## config.mk

```make
export PLATFORM = sky130hd
export DESIGN_NAME = lcd_bus_responder
export DESIGN_NICKNAME = d
export VERILOG_FILES = /design/src/rtl/lcd_bus_responder.sv
export SDC_FILE = /design/constraint.sdc
export NUM_CORES = 2
export LEC_CHECK = 0
export CORE_MARGIN = 5
export CORE_UTILIZATION = 47
export CTS_CLUSTER_DIAMETER = 80
export CTS_CLUSTER_SIZE = 40
export DETAILED_ROUTE_END_ITERATION = 10
export SLEW_MARGIN = 40
export SYNTH_ARGS = -nofsm -noshare
export SYNTH_HDL_FRONTEND = slang
export SYNTH_SLANG_ARGS = --single-unit
```

## constraint.sdc

```tcl
create_clock -name clk -period 3.5 [get_ports clk]
set_clock_uncertainty 0.1 [all_clocks]
set_input_delay 0.35 -clock clk [delete_from_list [all_inputs] [get_ports clk]]
set_output_delay 0.35 -clock clk [all_outputs]
set_load 0.05 [all_outputs]
```

## src/rtl/lcd_bus_responder.sv

```systemverilog
// Purpose : HD44780-style LCD module model answering the MIPS LCD bus (DATA/RW/EN/RS/ON);
//           latches transfers on EN falling edge, keeps an 80-byte DDRAM, AC, entry mode, busy flag.
// Latency : commands take effect at the clk edge that sees EN fall; read data is registered one cycle.
// Backpr. : BUSY is the only flow control; writes/data reads arriving while BUSY=1 are dropped
//           and flagged on the sticky PROTO_ERR.
// Ports   : clk, rst (sync, active-low), ON (0 = reset), EN/RS/RW/DATA_IN bus inputs,
//           DATA_OUT/DATA_OE read drive, BUSY, PROTO_ERR, DISP_ON, CURSOR_ADDR (AC),
//           PEEK_ADDR/PEEK_DATA combinational DDRAM observation port.
module lcd_bus_responder #(
    parameter int BUSY_CYCLES  = 37,
    parameter int CLEAR_CYCLES = 1520
) (
    input  logic       clk,
    input  logic       rst,
    input  logic       ON,
    input  logic       EN,
    input  logic       RS,
    input  logic       RW,
    input  logic [7:0] DATA_IN,
    output logic [7:0] DATA_OUT,
    output logic       DATA_OE,
    output logic       BUSY,
    output logic       PROTO_ERR,
    output logic       DISP_ON,
    output logic [6:0] CURSOR_ADDR,
    input  logic [6:0] PEEK_ADDR,
    output logic [7:0] PEEK_DATA
);

    localparam int              MAX_CYC    = (BUSY_CYCLES > CLEAR_CYCLES) ? BUSY_CYCLES : CLEAR_CYCLES;
    localparam int              CW         = $clog2(MAX_CYC + 1);
    localparam logic [CW-1:0]   BUSY_LOAD  = CW'(BUSY_CYCLES);
    localparam logic [CW-1:0]   CLEAR_LOAD = CW'(CLEAR_CYCLES);
    localparam logic [7:0]      BLANK      = 8'h20;

    // Columns 0..39 exist on each of the two lines; bit 6 selects the line.
    function automatic logic addr_valid(input logic [5:0] col);
        return col < 6'd40;
    endfunction

    function automatic logic [6:0] addr_idx(input logic [6:0] a);
        return a[6] ? ({1'b0, a[5:0]} + 7'd40) : {1'b0, a[5:0]};
    endfunction

    // Line-wrapping step; addresses off the valid map fall through to plain +/-1 mod 128.
    function automatic logic [6:0] addr_step(input logic [6:0] a, input logic inc);
        logic [6:0] n;
        if (inc) begin
            if (a == 7'h27)      n = 7'h40;
            else if (a == 7'h67) n = 7'h00;
            else                 n = a + 7'd1;
        end else begin
            if (a == 7'h00)      n = 7'h67;
            else if (a == 7'h40) n = 7'h27;
            else                 n = a - 7'd1;
        end
        return n;
    endfunction

    logic [7:0]    r_ddram [0:79];
    logic          r_en_q;
    logic [7:0]    r_data_q;
    logic [7:0]    r_dout;
    logic          r_oe;
    logic [CW-1:0] r_busy_cnt;
    logic          r_perr;
    logic [6:0]    r_ac;
    logic          r_id;
    // Cursor, blink and shift bits are not stored: nothing in this model observes them.
    logic          r_disp;

    logic          w_strobe;
    logic          w_busy;
    logic          w_ac_valid;
    logic [6:0]    w_ac_idx;
    logic [7:0]    w_rd_data;
    logic          w_peek_valid;
    logic [6:0]    w_peek_idx;

    assign w_strobe     = r_en_q & ~EN;
    assign w_busy       = (r_busy_cnt != '0);
    assign w_ac_valid   = addr_valid(r_ac[5:0]);
    assign w_ac_idx     = addr_idx(r_ac);
    assign w_rd_data    = w_ac_valid ? r_ddram[w_ac_idx] : BLANK;
    assign w_peek_valid = addr_valid(PEEK_ADDR[5:0]);
    assign w_peek_idx   = addr_idx(PEEK_ADDR);

    always_ff @(posedge clk) begin
        if (!rst || !ON) begin
            r_en_q     <= 1'b0;
            r_data_q   <= 8'h00;
            r_dout     <= 8'h00;
            r_oe       <= 1'b0;
            r_busy_cnt <= '0;
            r_perr     <= 1'b0;
            r_ac       <= 7'h00;
            r_id       <= 1'b1;
            r_disp     <= 1'b0;
            for (int i = 0; i < 80; i++) r_ddram[i] <= BLANK;
        end else begin
            r_en_q <= EN;
            if (EN) r_data_q <= DATA_IN;
            r_oe <= EN & RW;
            if (EN && RW) r_dout <= RS ? w_rd_data : {w_busy, r_ac};
            if (w_busy) r_busy_cnt <= r_busy_cnt - CW'(1);

            // Status reads (RS=0, RW=1) never touch state, so they skip this whole block.
            if (w_strobe && !(RW && !RS)) begin
                if (w_busy) begin
                    r_perr <= 1'b1;
                end else if (RS) begin
                    if (!RW && w_ac_valid) r_ddram[w_ac_idx] <= r_data_q;
                    r_ac       <= addr_step(r_ac, r_id);
                    r_busy_cnt <= BUSY_LOAD;
                end else begin
                    // Highest set bit picks the instruction.
                    casez (r_data_q)
                        8'b1???????: begin
                            r_ac       <= r_data_q[6:0];
                            r_busy_cnt <= BUSY_LOAD;
                        end
                        8'b01??????,
                        8'b001?????: r_busy_cnt <= BUSY_LOAD;
                        8'b0001????: begin
                            if (!r_data_q[3]) r_ac <= addr_step(r_ac, r_data_q[2]);
                            r_busy_cnt <= BUSY_LOAD;
                        end
                        8'b00001???: begin
                            r_disp     <= r_data_q[2];
                            r_busy_cnt <= BUSY_LOAD;
                        end
                        8'b000001??: begin
                            r_id       <= r_data_q[1];
                            r_busy_cnt <= BUSY_LOAD;
                        end
                        8'b0000001?: begin
                            r_ac       <= 7'h00;
                            r_busy_cnt <= CLEAR_LOAD;
                        end
                        8'b00000001: begin
                            for (int i = 0; i < 80; i++) r_ddram[i] <= BLANK;
                            r_ac       <= 7'h00;
                            r_id       <= 1'b1;
                            r_busy_cnt <= CLEAR_LOAD;
                        end
                        default: ; // 0x00: no operation, no busy
                    endcase
                end
            end
        end
    end

    assign DATA_OUT    = r_dout;
    assign DATA_OE     = r_oe;
    assign BUSY        = w_busy;
    assign PROTO_ERR   = r_perr;
    assign DISP_ON     = r_disp;
    assign CURSOR_ADDR = r_ac;
    assign PEEK_DATA   = w_peek_valid ? r_ddram[w_peek_idx] : BLANK;

endmodule

```

==> metrics.txt <==
outcome=finished with violations; violated checks=negative setup slack; prevailing post-synth register cell=edfxtp_1; # rows=126; Worst Path Arrival=3.50 ns; clock latency on the worst-skew pair=0.73 ns; initial antenna violation count=10; Worst-path clk slew=between 0.1 and 0.15 ns; mux share of post-synthesis cell area=19.03%; syn_nets=4,044; NumNets Final=4,290; Mapped Area=0.05535 sq mm; area delta synth->final=15.83%; dpl cells=5,729; final worst slack=-0.4481 ns; Non-Filler Instances=5,848; Ports=48; clock root buffer=clkbuf_16; GPL Wtd Cong=roughly 1.0; Mean Syn Cell Area=13.79 sq um; grt ovf=0; proportion of layout cells with a drive suffix above 1=between 20 and 30%; Critical Path Start=r_ddram[63][6]; chip height=between 300 and 400 um; Post-synth ARST share=0%; Compound-Gate Fraction of Synth Area=~8.7%; clock period minus worst slack=3.948 ns; H-tree Lvls=2; worst hold margin=0.1369 ns; Worst Path Required=3.05 ns; setup TNS=-2.877 ns; pwr/cell area=roughly 410 mW/mm^2; dpl hpwl=approximately 160,000 um; Worst Path Max Fanout=2; fin util=54.59%; Slew @ Worst Pin=0.9291 ns; Synth cell types=79; vias in the first global route=39,590; largest net degree at the start of global routing=132; largest family of logic cells by synthesized area=multiplexers; final wirelength=around 230,000 um; via-per-instance ratio=7.138; HP Start=DATA_IN[6]; #FFs+latches synth=1,063; DRC viols=0; via count=roughly 42,000; Slew Limit Fails=0; Seq/Total Area, Yosys=56.96%; Die ar.=~0.12 sq mm; hold crit path type=in2reg; port bufs=47; CP Capture Type=output pin; Final Hold Fails=0; GRT Total Usage=roughly 36%; grt peak-use layer=met2; max_cap viols=0; Slew HR=a little under two fifths; setup violators final=9; drt pass-1 iters=9; CTS Sinks=around 1,100; Post-Synthesis Cells=4,015; Initial Util=47.13%; first-pass GRT wire length=314,800 um; Tot Pwr=26.18 mW; met2 Track Usage GR=55.40%; RSZ-0062 raised after global routing=yes; TritonCTS Buffers=53; Synth Area in XOR/XNOR=less than 1%; R2R Path Start=CURSOR_ADDR[0]; core area=0.1175 sq mm; WL/cell=38.94 um; leak pwr=23.72 nW; Die X-Extent=353.2 um; fin crit share=112.8%; Critical Path Start Type=flop; met3 usage=8.134%; Longest Clk Path Bufs=3; GR Layer Usage met1=46.49%; Max Freq=approximately 250 MHz; number of synthesized flops with an enable pin=1,024; Yosys warning total=0; initial DRC count=6,663; CTS tree=built; remaining antenna violation count=0; worst vdd ir=around 410 uV; Crit Path Category=reg2out; Post-Synth Adder-Cell Area=0.1808%; post-synthesis simple-gate area fraction=between 10% and 20%
==> power breakdown <==
group	internal [mW]	switching, mW	total, mW
Sequential	14.2	0.307	14.5
Clock	3.42	5.17	8.58
Combinational	1.33	1.78	3.10
Total	18.9	7.25	26.2
==> per-stage QoR <==
| stage | cell area (sq um) | setup slack, ns |
|---|---|---|
| after floorplan | 55360 | -0.08179 |
| after global placement | 61560 | -0.6450 |
| after detailed placement | 61580 | -0.5565 |
| after CTS | 63970 | -0.3951 |
| after global routing | 64100 | -0.4110 |
| final | 64120 | -0.4481 |
==> placed cells by master, fill, tap and decap left out, drive strengths merged, types with 63 or more instances in the layout <==
| cell type | n |
|---|---|
| and3 | 487 |
| a21oi | 90 |
| mux2 | 81 |
| mux4 | 346 |
| nor2 | 222 |
| nand2 | 239 |
| o22ai | 63 |
| o21ai | 121 |
| a221oi | 92 |
| edfxtp | 1024 |
| buf | 609 |
| a22oi | 102 |
| mux2i | 183 |
==> layer usage <==
layer	vias to the layer above	share of wire, %
li1	16580	-
met1	21290	36
met2	3158	45
met3	709	12
met4	8	7.3
met5	-	0.024
==> cell usage after synthesis, types with 12 or more instances <==
| cell | instances | share of area, % |
|---|---|---|
| a21oi_1 | 90 | 0.81 |
| a221o_1 | 31 | 0.56 |
| a221oi_1 | 92 | 1.5 |
| a222oi_1 | 13 | 0.24 |
| a22o_1 | 29 | 0.46 |
| a22oi_1 | 102 | 1.4 |
| and3_1 | 487 | 5.5 |
| buf_1 | 29 | 0.20 |
| buf_2 | 86 | 0.78 |
| buf_4 | 15 | 0.20 |
| clkbuf_1 | 315 | 2.1 |
| dfxtp_1 | 39 | 1.4 |
| edfxtp_1 | 1024 | 56 |
| inv_1 | 15 | 0.10 |
| mux2_2 | 80 | 1.6 |
| mux2i_1 | 183 | 3.3 |
| mux4_2 | 346 | 14 |
| nand2_1 | 239 | 1.6 |
| nand2b_1 | 12 | 0.14 |
| nand3_1 | 21 | 0.19 |
| nor2_1 | 220 | 1.5 |
| nor2b_1 | 19 | 0.21 |
| nor3_1 | 35 | 0.32 |
| o211ai_1 | 12 | 0.16 |
| o21ai_0 | 119 | 1.1 |
| o221ai_1 | 27 | 0.43 |
| o22a_1 | 13 | 0.21 |
| o22ai_1 | 63 | 0.71 |
| o2bb2ai_1 | 12 | 0.19 |
| or2_1 | 35 | 0.40 |
| or3_1 | 41 | 0.46 |
==> state kept, by name (all words and copies together) (netlist names) <==
register / cells
r_data_q: 8
r_ddram: 1024
DATA_OE: 1
CURSOR_ADDR: 7
r_en_q: 1
DISP_ON: 1
PROTO_ERR: 1
r_busy_cnt: 11
r_id: 1
DATA_OUT: 8
==> worst paths after layout <==
path,endpoint,slack (ns),cells past startpoint
worst max-delay path,PEEK_DATA[6],-0.45,7
worst min-delay path,r_data_q[6],0.14,3
worst max register to register,DATA_OUT[4],-0.04,10
worst min register to register,DISP_ON,0.37,2
==> area by class of cell <==
| class | count | area [sq um] |
|---|---|---|
| fill | 9493 | 53330 |
| sequential | 1063 | 31570 |
| multi-input combinational | 2480 | 22260 |
| timing repair buffer | 645 | 6105 |
| tap | 1536 | 1922 |
| clock buffer | 57 | 1384 |
| clock inverter | 43 | 785.8 |
| inverter | 18 | 72.57 |
| antenna | 6 | 15.01 |
==> critical path: stages (launching register included) <==
cell and delay (ns):
edfxtp_1 0.47, mux4_2 0.54, mux4_2 0.53, mux2_2 0.29
a22oi_2 0.42, buf_4 0.20, o221ai_2 0.10, buf_6 0.20
==> cells by family (layout without fill, tap and decap cells) <==
group           count (synthesis)  in the layout
flops                        1063           1063
compound gates                675            675
buf+inv                       472            763
other cells                     0              6
simple gates                 1173           1173
xor+xnor                       14             14
mux                           610            610
fa+ha+maj                       8              8
==> repair_timing <==
| item | in CTS | in global routing |
|---|---|---|
| endpoints found under the setup margin | 9 | 11 |
| pin swaps | 8 | 3 |
| hold buffers | 0 | 0 |
| resized for setup | 38 | 7 |
| setup buffers | 5 | 9 |
Power figures use the tool's default switching activity.
